### src/rtl/cordic_sweep_seq.sv
// Angle-sweep sequencer for the CORDIC rotation core: folds each angle into
// the core's +/-90 degree range, times one rotation, and streams {angle,cos,sin}.
module cordic_sweep_seq #(
  parameter int          WAIT_CYCLES = 60,
  parameter logic [15:0] X0_INIT     = 16'h009B,
  parameter int          CNT_W       = 8
) (
  input  logic             clk_i,
  input  logic             rst_i,
  input  logic             start_i,
  input  logic [16:0]      angle0_i,
  input  logic [16:0]      step_i,
  input  logic [CNT_W-1:0] count_i,
  output logic             busy_o,
  output logic             done_o,
  output logic [15:0]      cordic_x0_o,
  output logic [15:0]      cordic_y0_o,
  output logic [15:0]      cordic_z0_o,
  output logic             cordic_start_o,
  input  logic [15:0]      cordic_xn_i,
  input  logic [15:0]      cordic_yn_i,
  output logic             res_valid_o,
  input  logic             res_ready_i,
  output logic [16:0]      res_angle_o,
  output logic [15:0]      res_cos_o,
  output logic [15:0]      res_sin_o
);

  localparam int WW = (WAIT_CYCLES > 1) ? $clog2(WAIT_CYCLES) : 1;
  localparam logic [16:0] FULL17 = 17'd92160;
  localparam logic [17:0] FULL18 = 18'd92160;

  typedef enum logic [2:0] {
    S_IDLE,
    S_ISSUE,
    S_WAIT,
    S_CAPTURE,
    S_OUT
  } state_t;

  state_t           state;
  logic [16:0]      angle;
  logic [16:0]      step;
  logic [CNT_W-1:0] count;
  logic [WW-1:0]    wcnt;
  logic             neg;

  logic [16:0] a0_fold;
  logic [17:0] sum;
  logic [16:0] next_a;
  logic [16:0] issue_a;
  logic [15:0] fz;
  logic        fneg;

  assign cordic_x0_o = X0_INIT;
  assign cordic_y0_o = 16'd0;

  assign a0_fold = (angle0_i >= FULL17) ? angle0_i - FULL17 : angle0_i;
  assign sum     = {1'b0, angle} + {1'b0, step};
  assign next_a  = (sum >= FULL18) ? 17'(sum - FULL18) : sum[16:0];
  assign issue_a = (state == S_IDLE) ? a0_fold : next_a;

  // Mod-2^16 subtraction is exact: every folded result fits in Q7.8.
  always_comb begin
    fz   = issue_a[15:0];
    fneg = 1'b0;
    if (issue_a <= 17'd23040) begin
      fz = issue_a[15:0];
    end else if (issue_a < 17'd69120) begin
      fz   = issue_a[15:0] - 16'd46080;
      fneg = 1'b1;
    end else begin
      fz = issue_a[15:0] - 16'd26624;
    end
  end

  function automatic logic [15:0] neg_sat(input logic [15:0] v);
    if (v == 16'h8000) return 16'h7FFF;
    return 16'd0 - v;
  endfunction

  always_ff @(posedge clk_i or posedge rst_i) begin
    if (rst_i) begin
      state          <= S_IDLE;
      angle          <= '0;
      step           <= '0;
      count          <= '0;
      wcnt           <= '0;
      neg            <= 1'b0;
      busy_o         <= 1'b0;
      done_o         <= 1'b0;
      cordic_z0_o    <= '0;
      cordic_start_o <= 1'b0;
      res_valid_o    <= 1'b0;
      res_angle_o    <= '0;
      res_cos_o      <= '0;
      res_sin_o      <= '0;
    end else begin
      cordic_start_o <= 1'b0;
      done_o         <= 1'b0;
      unique case (state)
        S_IDLE: begin
          if (start_i) begin
            if (count_i != '0) begin
              angle          <= a0_fold;
              step           <= step_i;
              count          <= count_i;
              busy_o         <= 1'b1;
              cordic_start_o <= 1'b1;
              cordic_z0_o    <= fz;
              neg            <= fneg;
              state          <= S_ISSUE;
            end else begin
              done_o <= 1'b1;
            end
          end
        end
        S_ISSUE: begin
          wcnt  <= WW'(WAIT_CYCLES - 1);
          state <= S_WAIT;
        end
        S_WAIT: begin
          if (wcnt == '0) state <= S_CAPTURE;
          else wcnt <= wcnt - 1'b1;
        end
        S_CAPTURE: begin
          res_cos_o   <= neg ? neg_sat(cordic_xn_i) : cordic_xn_i;
          res_sin_o   <= neg ? neg_sat(cordic_yn_i) : cordic_yn_i;
          res_angle_o <= angle;
          res_valid_o <= 1'b1;
          state       <= S_OUT;
        end
        S_OUT: begin
          if (res_ready_i) begin
            res_valid_o <= 1'b0;
            count       <= count - 1'b1;
            angle       <= next_a;
            if (count == CNT_W'(1)) begin
              busy_o <= 1'b0;
              done_o <= 1'b1;
              state  <= S_IDLE;
            end else begin
              cordic_start_o <= 1'b1;
              cordic_z0_o    <= fz;
              neg            <= fneg;
              state          <= S_ISSUE;
            end
          end
        end
        default: state <= S_IDLE;
      endcase
    end
  end

endmodule

### config.mk
export PLATFORM = sky130hd
export DESIGN_NAME = cordic_sweep_seq
export DESIGN_NICKNAME = d
export VERILOG_FILES = /design/src/rtl/cordic_sweep_seq.sv
export SDC_FILE = /design/constraint.sdc
export NUM_CORES = 1
export LEC_CHECK = 0
export CORE_MARGIN = 2
export CORE_UTILIZATION = 30
export DETAILED_ROUTE_END_ITERATION = 6
export DONT_BUFFER_PORTS = 1
export HOLD_SLACK_MARGIN = 0.12
export SLEW_MARGIN = 20
export SYNTH_ARGS = -nofsm -noshare
export SYNTH_HDL_FRONTEND = slang
export SYNTH_SLANG_ARGS = --single-unit
### constraint.sdc
create_clock -name clk_i -period 7.63 [get_ports clk_i]
set_input_delay 1.526 -clock clk_i [delete_from_list [all_inputs] [get_ports clk_i]]
set_output_delay 1.526 -clock clk_i [all_outputs]
set_load 0.005 [all_outputs]
==> results of run 1 <==
[logic make-up after synthesis]
kind of cell               Yosys count
AOI/OAI and AO/OA                  257
and+or+nand+nor                    348
buffers and inverters              100
adders and majority gates           27
DFF                                121
muxes                               26
other                                2
xor gates and xnor gates            50
[sequential cells by signal (all words and copies together), names as in the netlist]
| name | count |
|---|---|
| angle | 17 |
| res_angle_o | 17 |
| step | 17 |
| cordic_z0_o | 16 |
| res_cos_o | 16 |
| res_sin_o | 16 |
| count | 8 |
| wcnt | 6 |
| state | 3 |
| busy_o | 1 |
| cordic_start_o | 1 |
| done_o | 1 |
| neg | 1 |
| res_valid_o | 1 |
[final timing paths]
check	slack, ps	to	depth (start not counted)	startpoint
worst max-delay path	2300	cordic_z0_o[14]$_DFFE_PP0P_	19	angle[0]$_DFFE_PP0P_
worst min-delay path	500	wcnt[0]$_DFFE_PP0P_	1	wcnt[0]$_DFFE_PP0P_
worst max register to register	2300	cordic_z0_o[14]$_DFFE_PP0P_	19	angle[0]$_DFFE_PP0P_
worst min register to register	500	wcnt[0]$_DFFE_PP0P_	1	wcnt[0]$_DFFE_PP0P_
max in group asynchronous	5180	angle[7]$_DFFE_PP0P_	2	rst_i
min in group asynchronous	1090	cordic_z0_o[0]$_DFFE_PP0P_	1	rst_i
[stage by stage]
step	utilization, %	hold slack, ps
floorplan	-	461
global placement	31.1	490
detailed placement	31.1	494
CTS	33.5	503
global route	33.5	539
finish	33.5	502
[synthesized netlist by cell type (8+ instances only)]
library cell	count	area share (%)
sky130_fd_sc_hd__nor2_1	102	4.8
sky130_fd_sc_hd__o41ai_1	8	0.89
sky130_fd_sc_hd__o31ai_1	8	0.76
sky130_fd_sc_hd__nor3_1	26	1.6
sky130_fd_sc_hd__nand3_1	16	1.0
sky130_fd_sc_hd__xor2_1	32	3.5
sky130_fd_sc_hd__a21o_1	9	0.86
sky130_fd_sc_hd__ha_1	26	4.1
sky130_fd_sc_hd__clkbuf_1	35	1.7
sky130_fd_sc_hd__or3_1	11	0.87
sky130_fd_sc_hd__a31oi_1	17	1.3
sky130_fd_sc_hd__buf_2	9	0.57
sky130_fd_sc_hd__a21oi_1	81	5.1
sky130_fd_sc_hd__o21ai_0	52	3.3
sky130_fd_sc_hd__dfrtp_1	121	38
sky130_fd_sc_hd__mux2_2	20	2.9
sky130_fd_sc_hd__o211ai_1	13	1.2
sky130_fd_sc_hd__nand2_1	136	6.5
sky130_fd_sc_hd__buf_4	32	3.0
sky130_fd_sc_hd__inv_1	18	0.86
sky130_fd_sc_hd__xnor2_1	18	2.0
[worst max-delay path: stages (launching register included)]
cell and delay (ps):
sky130_fd_sc_hd__dfrtp_1 400, sky130_fd_sc_hd__ha_1 250, sky130_fd_sc_hd__fa_1 450, sky130_fd_sc_hd__a211oi_2 300, sky130_fd_sc_hd__o21ai_2 120, sky130_fd_sc_hd__a221o_1 390
sky130_fd_sc_hd__o41ai_2 410, sky130_fd_sc_hd__nor2_1 120, sky130_fd_sc_hd__a2111o_1 390, sky130_fd_sc_hd__a41oi_2 420, sky130_fd_sc_hd__ha_1 250, sky130_fd_sc_hd__nand4_1 90
sky130_fd_sc_hd__nor3b_1 240, sky130_fd_sc_hd__a31oi_1 130, sky130_fd_sc_hd__nor3b_1 200, sky130_fd_sc_hd__mux2_2 230, sky130_fd_sc_hd__nor3_1 60, sky130_fd_sc_hd__or4_1 410
sky130_fd_sc_hd__a31o_1 240, sky130_fd_sc_hd__a31oi_1 150
[layout make-up]
class | instances | area share [%]
inverters | 19 | 0.849
clock buffers | 18 | 4.94
well taps | 335 | 4.82
clock inverters | 14 | 2.03
flip-flops and latches | 121 | 34.8
repair buffers | 10 | 0.864
multi-input cells | 740 | 51.7
[metal layers]
metal	GRT usage, %	wire, µm	part of all wire, %
met1	20.5	9870	43
met2	25.8	10200	45
met3	6.01	2110	9.2
met4	6.63	659	2.9
met5	0	0	0
==> results.yml, run 1 <==
sta:
  worst_slew_pin_slew_ps: 1080
  finalCritPeriodShare_pct: 69.9
  timing_hold_violations_final: 0
  final_total_negative_setup_slack_ps: 0
  post-route-min-period_ps: 5330
  slew-limit-headroom_pct: 28.0
  setup_viol_count_final: 0
  finalMaxSlewViolations: 0
  finClkSkew_ps: 10.6
  layout_setup_ws_ps: 2300
  rsz0062_at_grt: "false"
  clock.fmax_mhz: 188
cts:
  cts-htree-levels: 4
  ctsResizeCount: 0
  cts.sink_count: 121
  cts_hold_repair_buffers: 0
  insertion_delay_ps: 420
  cts.reportedPaths.clkPinSlew_ps: 60
  postCtsSetupBuffers: 0
  clock_path_buffers: 2
  cts.root.buffer_cell: "sky130_fd_sc_hd__clkbuf_16"
  number_of_clock_buffers_inserted_by_tritoncts: 17
  clock_tree_from_tritoncts: "done"
logic_synthesis:
  yosysWarnings: 0
  yosys.area_share.adder_pct: 4.37
  yosys.cell_types.count: 80
  main_combinational_cell_family_by_area_after_synthesis: "compound AO/OA/AOI/OAI gates"
  synth.cell_area_um2: 7900
  avgSynthCellArea_um2: 8.49
  synth_compound_gate_area_share_pct: 21.5
  postSynthCellCount: 931
  yosys_register_bits: 121
  number_of_flops_mapped_to_enable_cells_by_yosys: 0
  post_synth_xor_area_fraction_pct: 5.54
  synthSimpleGateAreaFrac_pct: 20.1
  synth-async-reset-ratio_pct: 100
  synth-seq-area-share_pct: 38.3
  dominantRegCellSynth: "sky130_fd_sc_hd__dfrtp_1"
  yosys-mux-area-fraction_pct: 3.61
setup_path:
  critical_path.max_fanout: 6
  startpoint_type: "flip-flop"
  worstSetupPathType: "flip-flop to flip-flop"
  required_ps: 7970
  setup.worst_path.end_class: "flip-flop"
  worst-endpoint-arrival_ps: 5670
floorplan:
  num_rows: 59
  die-height_um: 166
  die_area_um2: 27600
  initial_utilization_pct: 30.4
  die_x_um: 166
  design.core.area_um2: 26000
  ios: 179
global_routing:
  grt_remaining_overflow: 0
  grt_pass1_wl_mm: 36.0
  grt.total_usage_pct: 16.4
  first_global_vias: 6383
  antenna_found_initial: 0
  grt_start_max_net_pins: 68
finish:
  areaGrowthSynthToFinish_pct: 10.0
  diodes: 0
  layout.filler_cells: 2745
  layout-drive-gt1-share_pct: 9.54
  stdcell_area_um2: 8690
  sequential_cell_area_um2: 3030
  layout_commonest_cell: "sky130_fd_sc_hd__nand2_1"
  mostFrequentLayoutCells: "sky130_fd_sc_hd__nand2_1 (136), sky130_fd_sc_hd__dfrtp_1 (121), sky130_fd_sc_hd__nor2_1 (102)"
  final_net_count: 1014
  final-instance-count-excl-fill: 1257
  multi_input_comb_area_um2: 4490
placement:
  globalplace.congestion: 0.946
  hpwl_mm: 17.1
  io_buffers: 0
  placed_cells: 1225
  placement_stage_worst_setup_slack_ps: 2210
  dpl_cell_area_um2: 8090
routing:
  first_iter_violations: 477
  drtPass1Iterations: 5
  route.antenna.remaining_nets: 0
  routed_wl_mm: 22.8
  post_drt_wl_per_cell_um: 18.2
  detailed_route_via_count: 6644
  viasPerCell: 5.29
  drcViolationCount: 0
min_path:
  hold_path_class: "flip-flop to flip-flop"
run_status:
  run_status: "complete, no violations"
job:
  drv.max_cap_violation_count: 0
Power of run 1 is left out: the tool's default activity adds up to more than one toggle a clock period on the data nets, which glitch-free logic cannot reach.
==> run 2: changes to the inputs <==
==> constraint.sdc (replaced) <==
create_clock -name clk_i -period 4.6 [get_ports clk_i]
set_input_delay 0.92 -clock clk_i [delete_from_list [all_inputs] [get_ports clk_i]]
set_output_delay 0.92 -clock clk_i [all_outputs]
set_load 0.005 [all_outputs]
==> run 2 against run 1 <==
The flow now finishes with violations (negative setup slack). First-iteration DRC count is 1.5% higher. Worst setup slack worse by 2300 ps. Count of clock-buffer cells in the layout is 1 higher. Register-to-register slack worse by 2300 ps.
==> results.yml, run 2 (same netlist as run 1, synthesis figures left out) <==
sta:
  rsz0062_at_grt: "true"
  finalMaxSlewViolations: 0
  slew-limit-headroom_pct: 31.7
  finClkSkew_ps: 13.5
  timing_hold_violations_final: 0
  layout_setup_ws_ps: -3.99
  worst_slew_pin_slew_ps: 1020
  finalCritPeriodShare_pct: 100
  clock.fmax_mhz: 217
  post-route-min-period_ps: 4600
  setup_viol_count_final: 2
  hold-worst-slack_ps: 503
placement:
  hpwl_mm: 17.7
  dpl_cell_area_um2: 8450
  io_buffers: 0
  placed_cells: 1270
  globalplace.congestion: 0.868
global_routing:
  grt_start_max_net_pins: 66
  grt_remaining_overflow: 0
  grt.total_usage_pct: 17.2
  antenna_found_initial: 0
  first_global_vias: 6555
  grt_pass1_wl_mm: 37.6
min_path:
  hold_path_class: "flip-flop to flip-flop"
floorplan:
  ios: 179
  die_area_um2: 27600
  die_x_um: 166
  die-height_um: 166
  num_rows: 59
  design.core.area_um2: 26000
  initial_utilization_pct: 30.4
routing:
  routed_wl_mm: 23.8
  post_drt_wl_per_cell_um: 18.2
  drtPass1Iterations: 5
  viasPerCell: 5.28
  first_iter_violations: 484
  drcViolationCount: 0
  route.antenna.remaining_nets: 0
  detailed_route_via_count: 6898
finish:
  diodes: 0
  final_net_count: 1064
  reg_top3: "angle x17, res_angle_o x17, step x17"
  stdcell_area_um2: 9210
  layout-drive-gt1-share_pct: 16.1
  post-route-util_pct: 35.5
  layout_commonest_cell: "sky130_fd_sc_hd__nand2_1"
  areaGrowthSynthToFinish_pct: 16.6
  final-instance-count-excl-fill: 1306
  mostFrequentLayoutCells: "sky130_fd_sc_hd__nand2_1 (136), sky130_fd_sc_hd__dfrtp_1 (121), sky130_fd_sc_hd__nor2_1 (99)"
setup_path:
  worst-endpoint-arrival_ps: 4940
  startpoint_type: "flip-flop"
  setup.worst_path.end_class: "flip-flop"
  critical_path.max_fanout: 2
  worstSetupPathType: "flip-flop to flip-flop"
  required_ps: 4940
job:
  drv.max_cap_violation_count: 0
cts:
  clock_path_buffers: 2
  number_of_clock_buffers_inserted_by_tritoncts: 17
  insertion_delay_ps: 430
  cts.root.buffer_cell: "sky130_fd_sc_hd__clkbuf_16"
  cts.reportedPaths.clkPinSlew_ps: 60
  cts.sink_count: 121
  clock_tree_from_tritoncts: "done"
  cts-htree-levels: 4
run_status:
  run_status: "finished with violations"
  failing_checks: "negative setup slack"
-- run 2: cell types whose count changed in the layout (fill, tap and decap cells not counted), moves of 3 or more --
cell	delta
sky130_fd_sc_hd__buf_4	+48
sky130_fd_sc_hd__clkinv_4	-4
sky130_fd_sc_hd__clkinv_2	+3
sky130_fd_sc_hd__nor2_2	+3
sky130_fd_sc_hd__a221oi_1	-4
sky130_fd_sc_hd__nor2_1	-3
sky130_fd_sc_hd__clkinvlp_4	-3
sky130_fd_sc_hd__a221oi_2	+4
-- run 2: layer usage --
metal  share of wire (%)  vias to the layer above  GRT usage (%)
met3                 8.0                       28           5.51
li1                    -                     3345              -
met4                 1.9                        0           5.25
met5                   0                        -              0
met1                  46                     3270           22.7
met2                  44                      255           27.0
-- run 2: critical path, stage by stage (launching register included) --
cell and delay (ps):
sky130_fd_sc_hd__dfrtp_1 380, sky130_fd_sc_hd__ha_2 200, sky130_fd_sc_hd__fa_2 370, sky130_fd_sc_hd__a211oi_4 270, sky130_fd_sc_hd__o21ai_2 90, sky130_fd_sc_hd__a221o_1 350, sky130_fd_sc_hd__o41ai_4 410, sky130_fd_sc_hd__nor2_2 70
sky130_fd_sc_hd__a2111o_1 390, sky130_fd_sc_hd__a41oi_2 210, sky130_fd_sc_hd__ha_2 210, sky130_fd_sc_hd__nand4_1 90, sky130_fd_sc_hd__nor3b_2 180, sky130_fd_sc_hd__a31oi_1 110, sky130_fd_sc_hd__nor3b_2 190, sky130_fd_sc_hd__mux2_4 190
sky130_fd_sc_hd__nor3_1 50, sky130_fd_sc_hd__or4_1 400, sky130_fd_sc_hd__a31o_1 220, sky130_fd_sc_hd__a31oi_1 160
-- run 2: what timing repair did --
action                                  4_1_cts  5_1_grt
hold buffers                                  0        0
endpoints found under the setup margin        7        7
resized for setup                             1       17
setup buffers                                 1        4
pin swaps                                     7       11
cloned                                        0        0
-- run 2: final timing paths --
path,from,end,slack (ps),cells past startpoint
max,angle[0]$_DFFE_PP0P_,cordic_z0_o[14]$_DFFE_PP0P_,-4,19
min,wcnt[0]$_DFFE_PP0P_,wcnt[0]$_DFFE_PP0P_,500,1
max reg2reg,angle[0]$_DFFE_PP0P_,cordic_z0_o[14]$_DFFE_PP0P_,-4,19
min reg2reg,wcnt[0]$_DFFE_PP0P_,wcnt[0]$_DFFE_PP0P_,500,1
max in group asynchronous,rst_i,count[2]$_DFFE_PP0P_,3280,2
min in group asynchronous,rst_i,res_cos_o[15]$_DFFE_PP0P_,510,1
-- run 2: cell type report --
type,count,area [µm²]
clock buffers,19,453
inverters,19,73.8
well taps,335,419
flip-flops and latches,121,3030
repair buffers,60,467
clock inverters,12,173
multi-input cells,740,4600
fillers,2695,16800
-- run 2: through the flow --
step / setup WS, ps / TNS [ps]
after CTS: 10.9 / 0
after global routing: -242 / -1020
after floorplan: 12.8 / 0
after detailed placement: -79.0 / -241
after global placement: -50.7 / -111
final: -3.99 / -6.97
Power of run 2 is left out for the same reason.
